==> config.mk <==
export PLATFORM = sky130hd
export DESIGN_NAME = control_unit
export DESIGN_NICKNAME = d
export VERILOG_FILES = /design/src/rtl/cu_pkg.sv /design/src/rtl/cu_decode.sv /design/src/rtl/control_unit.sv
export SDC_FILE = /design/constraint.sdc
export NUM_CORES = 1
export LEC_CHECK = 0
export CAP_MARGIN = 20
export CORE_MARGIN = 2
export CORE_UTILIZATION = 35
export DETAILED_ROUTE_END_ITERATION = 8
export PLACE_DENSITY = 0.7
export SLEW_MARGIN = 5
export SYNTH_ARGS = -nofsm -noshare
export SYNTH_HDL_FRONTEND = slang
export SYNTH_SLANG_ARGS = --single-unit
==> constraint.sdc <==
create_clock -name clk -period 1.8 [get_ports clk]
set_clock_uncertainty 0.15 [all_clocks]
set_input_delay 0.36 -clock clk [delete_from_list [all_inputs] [get_ports clk]]
set_output_delay 0.36 -clock clk [all_outputs]
set_load 0.01 [all_outputs]
==> src/rtl/cu_pkg.sv <==
// Shared encodings for the control unit: opcodes, register addresses,
// ALU operation codes, FSM states and the control word layout.
package cu_pkg;

  localparam logic [4:0] OP_NOP    = 5'b00000;
  localparam logic [4:0] OP_LD_DIR = 5'b00001;
  localparam logic [4:0] OP_ST_DIR = 5'b00010;
  localparam logic [4:0] OP_LD_IMM = 5'b00011;
  localparam logic [4:0] OP_ADD    = 5'b00100;
  localparam logic [4:0] OP_SUB    = 5'b00101;
  localparam logic [4:0] OP_AND    = 5'b00110;
  localparam logic [4:0] OP_OR     = 5'b00111;
  localparam logic [4:0] OP_JZ     = 5'b01000;
  localparam logic [4:0] OP_JC     = 5'b01001;
  localparam logic [4:0] OP_HALT   = 5'b11111;

  localparam logic [2:0] REG_PC   = 3'd0;
  localparam logic [2:0] REG_DPTR = 3'd1;
  localparam logic [2:0] REG_A    = 3'd2;
  localparam logic [2:0] REG_TEMP = 3'd3;
  localparam logic [2:0] REG_ACC  = 3'd7;

  localparam logic [2:0] ALU_PASS_B = 3'b000;
  localparam logic [2:0] ALU_ADD    = 3'b001;
  localparam logic [2:0] ALU_SUB    = 3'b010;
  localparam logic [2:0] ALU_AND    = 3'b011;
  localparam logic [2:0] ALU_OR     = 3'b100;
  localparam logic [2:0] ALU_SHL    = 3'b101;
  localparam logic [2:0] ALU_INC_B  = 3'b110;
  localparam logic [2:0] ALU_DEC_B  = 3'b111;

  typedef enum logic [3:0] {
    S_INIT, S_F0, S_F1, S_F2, S_DEC,
    S_E0, S_E1, S_E2, S_E3, S_E4, S_HALT
  } state_t;

  typedef struct packed {
    logic       ir_sclr;
    logic       mar_sclr;
    logic       enaf;
    logic [2:0] selop;
    logic [1:0] shamt;
    logic       bank_wr_en;
    logic [2:0] busB_addr;
    logic [2:0] busC_addr;
    logic       ir_en;
    logic       mar_en;
    logic       mdr_en;
    logic       wr_rdn;
    logic       mdr_alu_n;
    logic       halted;
    logic       illegal;
  } ctrl_t;

  function automatic logic opc_is_alu(input logic [4:0] op);
    return op[4:2] == 3'b001;
  endfunction

  function automatic logic opc_legal(input logic [4:0] op);
    return (op <= OP_JC) || (op == OP_HALT);
  endfunction

  // ADD/SUB/AND/OR occupy consecutive opcodes and consecutive selop codes
  function automatic logic [2:0] opc_alu_sel(input logic [4:0] op);
    return {1'b0, op[1:0]} + 3'd1;
  endfunction

endpackage

==> src/rtl/cu_decode.sv <==
// Combinational control-word decode from FSM state, latched opcode and flags.
module cu_decode
  import cu_pkg::*;
#(
  parameter int OPC_W = 5
) (
  input  state_t           state,
  input  logic [OPC_W-1:0] op,
  input  logic [OPC_W-1:0] instruction,
  input  logic             c,
  input  logic             z,
  output ctrl_t            ctrl
);

  logic is_dir;
  assign is_dir = (op == OP_LD_DIR) || (op == OP_ST_DIR);

  always_comb begin
    ctrl = '0;
    case (state)
      S_INIT: begin
        ctrl.ir_sclr  = 1'b1;
        ctrl.mar_sclr = 1'b1;
      end
      S_F0: ctrl.mar_en = 1'b1;
      S_F1, S_E1: begin
        ctrl.mdr_en     = 1'b1;
        ctrl.selop      = ALU_INC_B;
        ctrl.bank_wr_en = 1'b1;
        ctrl.busB_addr  = REG_PC;
        ctrl.busC_addr  = REG_PC;
      end
      S_F2:  ctrl.ir_en   = 1'b1;
      S_DEC: ctrl.illegal = !opc_legal(instruction);
      S_E0: begin
        if (opc_is_alu(op)) begin
          ctrl.bank_wr_en = 1'b1;
          ctrl.busB_addr  = REG_A;
          ctrl.busC_addr  = REG_ACC;
          ctrl.selop      = opc_alu_sel(op);
          ctrl.enaf       = 1'b1;
        end else begin
          ctrl.mar_en = 1'b1;
        end
      end
      S_E2: begin
        if (is_dir) begin
          ctrl.mar_en    = 1'b1;
          ctrl.mdr_alu_n = 1'b1;
        end else if (op == OP_LD_IMM) begin
          ctrl.bank_wr_en = 1'b1;
          ctrl.busC_addr  = REG_ACC;
          ctrl.mdr_alu_n  = 1'b1;
        end else if ((op == OP_JZ && z) || (op == OP_JC && c)) begin
          ctrl.bank_wr_en = 1'b1;
          ctrl.busC_addr  = REG_PC;
          ctrl.mdr_alu_n  = 1'b1;
        end
      end
      S_E3: begin
        ctrl.mdr_en = 1'b1;
        if (op == OP_ST_DIR) begin
          ctrl.busB_addr = REG_ACC;
          ctrl.selop     = ALU_PASS_B;
        end
      end
      S_E4: begin
        if (op == OP_ST_DIR) begin
          ctrl.wr_rdn = 1'b1;
        end else begin
          ctrl.bank_wr_en = 1'b1;
          ctrl.busC_addr  = REG_ACC;
          ctrl.mdr_alu_n  = 1'b1;
        end
      end
      S_HALT:  ctrl.halted = 1'b1;
      default: ctrl = '0;
    endcase
  end

endmodule

==> src/rtl/control_unit.sv <==
// Moore fetch/decode/execute sequencer driving memory_system control inputs.
//   state | meaning
//   INIT  | clear IR and MAR
//   F0-F2 | MAR<-PC, MDR<-mem & PC++, IR<-MDR
//   DEC   | sample opcode, flag illegal
//   E0-E4 | execute (E0/E1 double as operand fetch)
//   HALT  | idle until start
module control_unit
  import cu_pkg::*;
#(
  parameter int OPC_W     = 5,
  parameter bit RST_FETCH = 1'b1
) (
  input  logic             clk,
  input  logic             rst,
  input  logic             start,
  input  logic [OPC_W-1:0] instruction,
  input  logic             C,
  input  logic             N,
  input  logic             P,
  input  logic             Z,
  output logic             ir_sclr,
  output logic             mar_sclr,
  output logic             enaf,
  output logic [2:0]       selop,
  output logic [1:0]       shamt,
  output logic             bank_wr_en,
  output logic [2:0]       busB_addr,
  output logic [2:0]       busC_addr,
  output logic             ir_en,
  output logic             mar_en,
  output logic             mdr_en,
  output logic             wr_rdn,
  output logic             mdr_alu_n,
  output logic             halted,
  output logic             illegal
);

  state_t           state;
  logic [OPC_W-1:0] op_q;
  ctrl_t            ctrl;

  // N and P are carried for future conditional branches
  logic unused_flags;
  assign unused_flags = N ^ P;

  always_ff @(posedge clk or posedge rst) begin
    if (rst) begin
      state <= S_INIT;
      op_q  <= '0;
    end else begin
      case (state)
        S_INIT: state <= RST_FETCH ? S_F0 : S_HALT;
        S_F0:   state <= S_F1;
        S_F1:   state <= S_F2;
        S_F2:   state <= S_DEC;
        S_DEC: begin
          op_q <= instruction;
          if (instruction == OP_HALT)
            state <= S_HALT;
          else if (opc_legal(instruction) && instruction != OP_NOP)
            state <= S_E0;
          else
            state <= S_F0;
        end
        S_E0:   state <= opc_is_alu(op_q) ? S_F0 : S_E1;
        S_E1:   state <= S_E2;
        S_E2:   state <= (op_q == OP_LD_DIR || op_q == OP_ST_DIR) ? S_E3 : S_F0;
        S_E3:   state <= S_E4;
        S_E4:   state <= S_F0;
        S_HALT: if (start) state <= S_F0;
        default: state <= S_INIT;
      endcase
    end
  end

  cu_decode #(.OPC_W(OPC_W)) u_decode (
    .state       (state),
    .op          (op_q),
    .instruction (instruction),
    .c           (C),
    .z           (Z),
    .ctrl        (ctrl)
  );

  assign ir_sclr    = ctrl.ir_sclr;
  assign mar_sclr   = ctrl.mar_sclr;
  assign enaf       = ctrl.enaf;
  assign selop      = ctrl.selop;
  assign shamt      = ctrl.shamt;
  assign bank_wr_en = ctrl.bank_wr_en;
  assign busB_addr  = ctrl.busB_addr;
  assign busC_addr  = ctrl.busC_addr;
  assign ir_en      = ctrl.ir_en;
  assign mar_en     = ctrl.mar_en;
  assign mdr_en     = ctrl.mdr_en;
  assign wr_rdn     = ctrl.wr_rdn;
  assign mdr_alu_n  = ctrl.mdr_alu_n;
  assign halted     = ctrl.halted;
  assign illegal    = ctrl.illegal;

endmodule

==> key figures <==
Run status
  • Outcome: finished, violations left
  • Failing checks: setup timing

Timing
  • Final critical-path required period: 2370 ps
  • Setup TNS: -6920 ps
  • Final setup vio count: 19
  • Final Worst Setup Slack: -573 ps
  • Achievable frequency: 0.421 GHz
  • Final hold violation count: 0
  • Unrepaired setup endpoints after global routing: true
  • Final period utilization: 1.32
  • Slew Viols, Final: 0

Placed design
  • IO Port Bufs: 29
  • Placed Instances: 183
  • Pre-CTS WS: -818 ps
  • Final GP Congestion: 0.866
  • Post-DP HPWL: 1900 um

Setup path
  • CP startpoint kind: flop
  • CP Launch Point: op_q[0]
  • Worst Setup End Kind: output pin
  • Kind of critical path: reg -> out
  • Cell count of the worst reg-to-reg path: 7
  • Worst R2R Setup Slack: 10 ps
  • Worst-path maximum fanout: 4
  • R2R Path End: state[0]
  • CP Data Required Time: 1290 ps
  • Worst r2r src: op_q[0]
  • CP arrival: 1860 ps

Global route
  • Number of global-route vias before repair: 1,031
  • GRT Total Usage: 0.228
  • Largest net degree at the start of global routing: 14
  • Initial antenna violation count: 0
  • Final global-route overflow total: 0
  • First-pass GRT wire length: 4580 um

Cells and area
  • Area of the multi-input gates: 743 um^2
  • Nets: 196
  • Register cell area after layout: 226 um^2
  • Layout cells sized above 1: 0.626
  • Fillers: 146
  • Final Util: 0.782
  • Post-Layout Cell Count: 207
  • Area delta synth->final: 109%
  • N_diodes: 0

Flow run
  • Max_cap viols: 0

Logic synthesis
  • Synth cell types: 42
  • Syn Std Cell Area: 836 um^2
  • Synth Instances: 105
  • Area contributors post-synth: dfrtp_1 27%, ha_1 6.0%, buf_4 5.4%
  • Synth top cells by count: 9 x dfrtp_1, 9 x nor2_1, 8 x o21ai_0
  • Register bit total from synthesis: 9
  • Sequential area share after synthesis: 0.269
  • Syn_area_per_cell: 7.96 um^2
  • Fraction of registers with async set/reset: 1.00
  • Top cell type's share of synthesized area: 0.269
  • Ys Warns: 0
  • Cell taking the most area after synthesis: dfrtp_1
  • Number of synthesized flops with an enable pin: 0
  • Most frequently used flop master after synthesis: dfrtp_1

Floorplanning
  • Core area: 2230 um^2
  • Chip height: 52.9 um
  • Row count: 17
  • I/O pin count: 34
  • Initial core utilization: 0.374
  • Die ar.: 2790 um^2
  • Chip width: 52.9 um

CTS
  • Deepest clock path buffer count: 2
  • CTS tree: built
  • Clock Latency Late Sink: 270 ps
  • Clock transition at path regs: 70 ps
  • CTS Sinks: 9
  • Post-CTS Hold Buffers: 0
  • Total CTS buffers: 3
  • Depth of the CTS H-tree: 1
  • CTS Root Cell: clkbuf_4

Power
  • Switch Pwr: 1.21 mW
  • Switching share of power: 0.445
  • Lkg Pwr: 0.795 nW
  • PwrDens: 1560 nW/um^2
  • VDD IR-drop max: 1130 uV
  • Pint: 1.51 mW
  • Clk pwr share: 0.060
  • Reg power frac: 0.153
  • Comb pwr share: 0.787
  • Final Total Pwr: 2.73 mW

Drt
  • Via Count: 1,092
  • Wire per inst: 16.5 um
  • DRT iter0 DRCs: 31
  • Post-route DRC: 0
  • 1st-pass router iterations: 4
  • Routed WL: 3420 um
  • Final ANT Viol Nets: 0
  • Via density: 5.28

Hold path
  • Worst min path class: in -> async
how the worst max path moves through the flow:
stage	end	slack (ps)	cells past startpoint
5_1_grt	bank_wr_en	-650	8
2_1_floorplan	busB_addr[2]	-70	5
4_1_cts	bank_wr_en	-520	8
3_3_place_gp	bank_wr_en	-810	6
6_report	bank_wr_en	-570	8
3_5_place_dp	bank_wr_en	-820	6
state kept, by name, indices dropped and copies added, names as in the netlist:
name and count:
op_q 5, state 4
cells by family after synthesis:
| kind of cell | synth area share |
|---|---|
| mux | 0.0404 |
| fa+ha+maj | 0.0599 |
| simple gates | 0.293 |
| flops | 0.269 |
| buf+inv | 0.106 |
| compound gates | 0.216 |
| xor+xnor | 0.0105 |
| other cells | 0.00449 |
power groups by stage:
stage	logic (mW)	registers, mW	clock network [mW]
floorplan	0.715	0.394	0
finish	2.15	0.417	0.162
global route	2.27	0.432	0.181
global placement	1.40	0.374	0
detailed placement	1.43	0.380	0
CTS	1.73	0.402	0.156
area by class of cell:
| class | instances | share of cell area |
|---|---|---|
| inverter | 6 | 0.0143 |
| sequential | 9 | 0.130 |
| clock buffer | 4 | 0.0150 |
| tap | 28 | 0.0201 |
| multi-input combinational | 80 | 0.426 |
| timing repair buffer | 80 | 0.395 |
worst max-delay path, stage by stage, from the launching register on:
cell and delay, ps:
dfrtp_2 410, buf_4 140, ha_4 130, nor2_1 60
a2111oi_4 360, buf_4 180, nand3_2 90, o2111ai_2 80
buf_2 160
layout by cell type, fill, tap and decap left out, types with 2 or more instances in the layout:
cell type and count:
a21o_1 2, a21oi_1 5, a21oi_2 2, buf_2 13, buf_4 32, buf_6 23, clkbuf_4 3, clkdlybuf4s50_1 10
conb_1 2, dfrtp_1 8, ha_4 4, inv_1 2, inv_2 3, mux2_2 3, nand2_1 5, nand2_2 2
nand2b_1 3, nand3_2 3, nand4_1 2, nor2_1 6, nor2_2 2, nor3_2 2, o21ai_0 6
stage by stage:
stage / area (um^2) / hold WS (ps)
4_1_cts: 1580 / 219
3_3_place_gp: 1360 / 468
5_1_grt: 1750 / 254
6_report: 1750 / 197
3_5_place_dp: 1360 / 469
2_1_floorplan: 870 / 37.9
layer usage:
metal	GRT usage	wire length [um]	vias to the layer above
met4	0.120	147	0
met5	0	0	-
met1	0.257	1370	516
li1	-	-	521
met2	0.408	1790	43
met3	0.0367	119	12
repair_timing:
action / in CTS / in global routing
buffers inserted: 13 / 9
gates resized for setup: 111 / 30
pin swaps: 13 / 13
endpoints found under the setup margin: 21 / 25
(Power assumes the default switching activity.)
